--- config.mk ---
export PLATFORM = sky130hd
export DESIGN_NAME = ccw_seq
export DESIGN_NICKNAME = d
export VERILOG_FILES = /design/src/rtl/ccw_seq.sv
export SDC_FILE = /design/constraint.sdc
export NUM_CORES = 1
export LEC_CHECK = 0
export CAP_MARGIN = 20
export CORE_ASPECT_RATIO = 0.75
export CORE_MARGIN = 8
export CORE_UTILIZATION = 56
export CTS_CLUSTER_SIZE = 25
export DETAILED_ROUTE_END_ITERATION = 6
export PLACE_DENSITY = 0.88
export SLEW_MARGIN = 20
export SYNTH_ARGS = -nofsm -noshare
export SYNTH_HDL_FRONTEND = slang
export SYNTH_SLANG_ARGS = --single-unit
--- constraint.sdc ---
create_clock -name clk_ccw_h -period 4.4 [get_ports clk_ccw_h]
set_input_delay 0.88 -clock clk_ccw_h [delete_from_list [all_inputs] [get_ports clk_ccw_h]]
set_output_delay 0.88 -clock clk_ccw_h [all_outputs]
set_load 0.01 [all_outputs]
--- src/rtl/ccw_seq.sv ---
// ccw_seq: channel command word sequencer. It moves one CCW's worth of 36-bit words
// between a channel port and memory through a DEPTH-entry buffer.
// Optional build macro CCW_ZERO_FILL_EN adds ccw_zero_fill_h: when it is set at load
// with chan_to_mem=1, memory writes carry zeros while channel words are still consumed.
module ccw_seq #(
    parameter int unsigned ADR_W = 22,
    parameter int unsigned WC_W  = 11,
    parameter int unsigned DEPTH = 4
) (
    input  logic                    clk_ccw_h,
    input  logic                    ch_mr_reset_l,
    input  logic                    ccw_load_h,
    input  logic [WC_W-1:0]         ccw_wc_h,
    input  logic [ADR_W-1:0]        ccw_adr_h,
    input  logic                    ccw_chan_to_mem_h,
`ifdef CCW_ZERO_FILL_EN
    input  logic                    ccw_zero_fill_h,
`endif
    input  logic                    chan_in_vld_h,
    output logic                    chan_in_rdy_h,
    input  logic [35:0]             chan_in_d_h,
    output logic                    chan_out_vld_h,
    input  logic                    chan_out_rdy_h,
    output logic [35:0]             chan_out_d_h,
    output logic                    mem_req_h,
    output logic                    mem_wr_h,
    output logic [ADR_W-1:0]        mem_adr_h,
    output logic [35:0]             mem_wd_h,
    input  logic                    mem_ack_h,
    input  logic [35:0]             mem_rd_h,
    output logic                    ccw_busy_h,
    output logic                    ccwf_req_h,
    output logic [$clog2(DEPTH):0]  buf_cnt_h
);

    localparam int unsigned PW = $clog2(DEPTH);
    localparam int unsigned CW = PW + 1;

    typedef enum logic [1:0] {StIdle, StXfer, StDrain, StFetch} state_e;

    state_e           state_q, state_d;
    logic [ADR_W-1:0] adr_q;
    logic [WC_W-1:0]  mcnt_q;
    logic [WC_W-1:0]  ccnt_q;
    logic             dir_q;
    logic             req_q, req_d;
    logic [PW-1:0]    wr_ptr_q, rd_ptr_q;
    logic [CW-1:0]    cnt_q, cnt_d;
    logic [35:0]      buf_q [DEPTH];

    logic        active, load_ok, full, empty, ack;
    logic        push, pop, req_raise, ccnt_dec, zf_act;
    logic [35:0] head, push_data;

    assign active  = (state_q == StXfer) || (state_q == StDrain);
    assign load_ok = ccw_load_h && ((state_q == StIdle) || (state_q == StFetch));
    assign full    = (cnt_q == CW'(DEPTH));
    assign empty   = (cnt_q == '0);
    // An ack with nothing outstanding (e.g. right after reset) is ignored.
    assign ack     = req_q && mem_ack_h;
    assign head    = buf_q[rd_ptr_q];

`ifdef CCW_ZERO_FILL_EN
    logic zf_q;

    // Zero-fill mode is captured with the CCW and only matters for writes.
    always_ff @(posedge clk_ccw_h or negedge ch_mr_reset_l) begin
        if (!ch_mr_reset_l) begin
            zf_q <= 1'b0;
        end else if (load_ok) begin
            zf_q <= ccw_zero_fill_h;
        end
    end

    assign zf_act = zf_q && dir_q;
`else
    assign zf_act = 1'b0;
`endif

    // Buffer push/pop sources depend on direction; memory side always uses the ack.
    always_comb begin
        push      = dir_q ? (chan_in_vld_h && chan_in_rdy_h) : ack;
        push_data = dir_q ? chan_in_d_h : mem_rd_h;
        pop       = dir_q ? ack : (chan_out_vld_h && chan_out_rdy_h);
        ccnt_dec  = dir_q ? push : pop;
        // Only raise a request when the buffer can supply (write) or absorb (read) a word.
        req_raise = active && !req_q && (mcnt_q != '0) && (dir_q ? !empty : !full);
        // Drop for one cycle after each ack, then re-evaluate.
        req_d     = req_q ? !ack : req_raise;
        cnt_d     = cnt_q;
        case ({push, pop})
            2'b10:   cnt_d = cnt_q + CW'(1);
            2'b01:   cnt_d = cnt_q - CW'(1);
            default: cnt_d = cnt_q;
        endcase
    end

    // Data buffer storage and pointers; pointers wrap naturally since DEPTH is a power of 2.
    always_ff @(posedge clk_ccw_h or negedge ch_mr_reset_l) begin
        if (!ch_mr_reset_l) begin
            wr_ptr_q <= '0;
            rd_ptr_q <= '0;
            cnt_q    <= '0;
            for (int unsigned i = 0; i < DEPTH; i++) begin
                buf_q[i] <= '0;
            end
        end else begin
            if (push) begin
                buf_q[wr_ptr_q] <= push_data;
                wr_ptr_q        <= wr_ptr_q + PW'(1);
            end
            if (pop) begin
                rd_ptr_q <= rd_ptr_q + PW'(1);
            end
            cnt_q <= cnt_d;
        end
    end

    // CCW registers: address, memory/channel counts, direction and request flag.
    always_ff @(posedge clk_ccw_h or negedge ch_mr_reset_l) begin
        if (!ch_mr_reset_l) begin
            adr_q  <= '0;
            mcnt_q <= '0;
            ccnt_q <= '0;
            dir_q  <= 1'b0;
            req_q  <= 1'b0;
        end else begin
            req_q <= req_d;
            if (load_ok) begin
                adr_q  <= ccw_adr_h;
                mcnt_q <= ccw_wc_h;
                ccnt_q <= ccw_wc_h;
                dir_q  <= ccw_chan_to_mem_h;
            end else begin
                if (ack) begin
                    adr_q  <= adr_q + ADR_W'(1);
                    mcnt_q <= mcnt_q - WC_W'(1);
                end
                if (ccnt_dec) begin
                    ccnt_q <= ccnt_q - WC_W'(1);
                end
            end
        end
    end

    // FSM state register.
    always_ff @(posedge clk_ccw_h or negedge ch_mr_reset_l) begin
        if (!ch_mr_reset_l) begin
            state_q <= StIdle;
        end else begin
            state_q <= state_d;
        end
    end

    // FSM next state: finish once memory side is done and the buffer has emptied.
    always_comb begin
        state_d = state_q;
        unique case (state_q)
            StIdle, StFetch: begin
                if (ccw_load_h) begin
                    state_d = (ccw_wc_h != '0) ? StXfer : StFetch;
                end
            end
            StXfer: begin
                if (mcnt_q == '0) begin
                    if (!empty) begin
                        state_d = StDrain;
                    end else if (ccnt_q == '0) begin
                        state_d = StFetch;
                    end
                end
            end
            StDrain: begin
                if (empty && (ccnt_q == '0)) begin
                    state_d = StFetch;
                end
            end
            default: state_d = StIdle;
        endcase
    end

    // FSM outputs: everything is forced low in IDLE.
    always_comb begin
        chan_in_rdy_h  = 1'b0;
        chan_out_vld_h = 1'b0;
        chan_out_d_h   = '0;
        mem_req_h      = 1'b0;
        mem_wr_h       = 1'b0;
        mem_adr_h      = '0;
        mem_wd_h       = '0;
        ccw_busy_h     = active;
        ccwf_req_h     = (state_q == StFetch);
        buf_cnt_h      = cnt_q;
        if (state_q != StIdle) begin
            chan_in_rdy_h  = active && dir_q && !full && (ccnt_q != '0);
            chan_out_vld_h = active && !dir_q && !empty;
            chan_out_d_h   = head;
            mem_req_h      = req_q;
            mem_wr_h       = req_q && dir_q;
            mem_adr_h      = adr_q;
            mem_wd_h       = zf_act ? 36'b0 : head;
        end
    end

endmodule

==> reports/qor.csv <==
stage,metric,value,unit
setup_path,crit_type,flop to output port,
clocking,numCtsBuffers,17,
grt,grt_usage,21.2,%
synthesis,synth_most_common_cell,dfrtp_1,
grt,grt_max_degree,83,
synthesis,synth_cell_types,51,
grt,globalRouteMet1Util,28.4,%
synthesis,syn_avg_cell_area,12.7,um^2
setup_path,end_kind,output port,
final_layout,nFillCells,1243,
final_layout,antenna_cells,0,
grt,grt_overflow,0,
sta,rsz0062_at_grt,no,
sta,post-route-period-util,82.1,%
sta,holdWs,0.446,ns
clocking,cts_root_buffer,clkbuf_16,
placed_design,place_congestion,0.845,
grt,grt_pass1_wl,40.1,mm
drt,avgViaCountPerCell,5.70,
setup_path,critical_path_required,3.52,ns
synthesis,synth_edf_count,0,
clocking,ctsResizeCount,0,
grt,use_met2,34.0,%
clocking,cts_max_level,4,
floorplanning,start_util,57.0,%
grt,busiest_layer,met2,
clocking,clk_path_buf_depth,2,
grt,grt_use_met3,5.41,%
grt,antenna_found_initial,0,
power_and_ir_drop,power_density,837,nW/um^2
final_layout,fin_nets,1114,
synthesis,netlist_area,10500,um^2
clocking,clock_latency,0.43,ns
sta,worst_pin_slew,1.01,ns
sta,post-route-min-period,3.61,ns
synthesis,synth.area.top_cells,"dfrtp_1, mux2_2, mux4_2",
clocking,cts.clk_slew.worst_paths,0.07,ns
power_and_ir_drop,power.total,11.0,mW
clocking,postCtsHoldBufs,0,
final_layout,syn_to_final_growth,25.0,%
synthesis,yosysWarnings,0,
synthesis,synth_fp_nets,952,
placed_design,io_buffers,214,
synthesis,synth_top_area_share,47.5,%
floorplanning,core_region_area,18400,um^2
setup_path,worstReg2RegStart,state_q[0],
synthesis,yosysTopAreaCell,dfrtp_1,
grt,grt_pass1_vias,7540,
sta,slew_headroom,32.3,%
floorplanning,num_rows,43,
setup_path,r2r-end,buf_cnt_h[2],
drt,route.detailed.drc,0,
run_status,status,finished clean,
floorplanning,ioPinCount,215,
drt,num_vias,7122,
synthesis,synth_commonest_cells,"dfrtp_1, mux2_2, nor2b_1",
drt,drt_iter0_markers,479,
setup_path,worst-r2r-setup-slack,1.33,ns
placed_design,place_hpwl,17.0,mm
synthesis,async_flop_share,100,%
setup_path,start_kind,flop,
synthesis,ys_ff_latch,199,
sta,hold_viol,0,
synthesis,yosysSeqAreaShare,47.5,%
power_and_ir_drop,vdd_drop_max,0.543,mV
drt,drt-pass1-iter-count,5,
setup_path,critPathArrivalTime,2.73,ns
sta,drv_slew,0,
power_and_ir_drop,leakage,5.37,nW
sta,setup_viol,0,
synthesis,postSynthCellCount,827,
sta,skew,0.0156,ns
final_layout,final_layout_size_suffix_gt1_share,26.0,%
drt,routed_wl,24.6,mm
clocking,cts_setup_buffers,0,
job,drv_cap,0,
floorplanning,chipHeight,135,um
sta,setup_tns,0,ns
sta,fmaxAchievable,277,MHz
min_path,hold_class,primary input to async pin,
clocking,cts_sinks,199,
drt,wire_per_inst,19.7,um
synthesis,synthFlopType,dfrtp_1,
setup_path,critPathMaxFanout,37,
drt,ant_nets,0,
floorplanning,die_x,174,um
clocking,cts_tree,yes,
final_layout,fin_util,71.3,%
setup_path,rr_worst_depth,12,
floorplanning,fp.dieArea,23400,um^2
## layout make-up
type                    instances  area [um^2]  area share [%]
flip-flops and latches        199         4980            38.0
multi-input cells             536         4890            37.3
repair buffers                220         2220            16.9
clock buffers                  19          443            3.38
well taps                     247          309            2.36
clock inverters                13          215            1.64
inverters                      15         56.3           0.429
## worst max-delay path, cell delays in order, from the launching register on
cell	delay (ns)
dfrtp_2	1.03
mux4_2	0.37
nor2b_1	0.29
clkdlybuf4s50_1	0.60
## logic make-up after synthesis
logic type / Yosys count / share of synthesized area (%)
multiplexers: 218 / 27.2
flip-flops: 199 / 47.5
AND/OR/NAND/NOR: 197 / 10.4
buffers and inverters: 92 / 5.99
AO/OA/AOI/OAI: 69 / 4.01
XOR/XNOR: 39 / 3.26
adder cells (fa/ha/maj): 13 / 1.62
## metrics by stage
stage               area (um^2)  setup slack, ns  std cells
finish                    13100            0.785       1249
CTS                       13100            0.808       1249
detailed placement        12500             1.16       1217
global placement          12500             1.31       1217
floorplan                 10500             1.53        827
global route              13100            0.692       1249
## layer usage
metal  vias up  wire, um
li1       3252         -
met1      3622     11300
met2       223     11600
met3        25      1380
met4         0       308
met5         -         0
## sequential cells by signal, indices dropped and copies added (netlist names)
register   flops
req_q          1
buf_q        144
dir_q          1
state_q        2
mcnt_q        11
ccnt_q        11
wr_ptr_q       2
rd_ptr_q       2
buf_cnt_h      3
adr_q         22
## worst max-delay path by stage
stage,slack [ns],from,depth (start not counted),endpoint
2_1_floorplan,1.53,rd_ptr_q[0],5,mem_wd_h[27]
3_3_place_gp,1.31,rd_ptr_q[0],4,chan_out_d_h[24]
3_5_place_dp,1.16,mem_ack_h,10,buf_cnt_h[2]
4_1_cts,0.81,state_q[0],5,chan_out_d_h[9]
5_1_grt,0.69,state_q[0],5,chan_out_d_h[11]
6_report,0.79,rd_ptr_q[1],3,chan_out_d_h[28]
## placed cells by master, fill, tap and decap left out, types with 3 or more instances in the layout
| master | n |
|---|---|
| a211oi_1 | 5 |
| a21oi_1 | 16 |
| a311oi_1 | 3 |
| a31oi_1 | 6 |
| and3_1 | 5 |
| buf_4 | 4 |
| bufinv_16 | 5 |
| clkbuf_16 | 17 |
| clkdlybuf4s50_1 | 213 |
| clkinv_4 | 3 |
| dfrtp_1 | 196 |
| dfrtp_2 | 3 |
| ha_1 | 11 |
| inv_1 | 15 |
| inv_6 | 3 |
| mux2_1 | 8 |
| mux2_2 | 172 |
| mux4_2 | 36 |
| nand2_1 | 44 |
| nand2_4 | 4 |
| nand3_1 | 12 |
| nand4_1 | 7 |
| nor2_1 | 24 |
| nor2b_1 | 59 |
| nor3_1 | 13 |
| nor4_1 | 9 |
| o21ai_0 | 28 |
| or3_1 | 3 |
| xnor2_1 | 19 |
| xor2_1 | 20 |
## power breakdown
group	internal, mW	total (mW)	switching (mW)
clock	1.03	1.72	0.688
sequential	2.76	3.55	0.784
combinational	3.35	5.71	2.36
total	7.15	11.0	3.83
No activity file was read; power rests on OpenSTA's default activity.
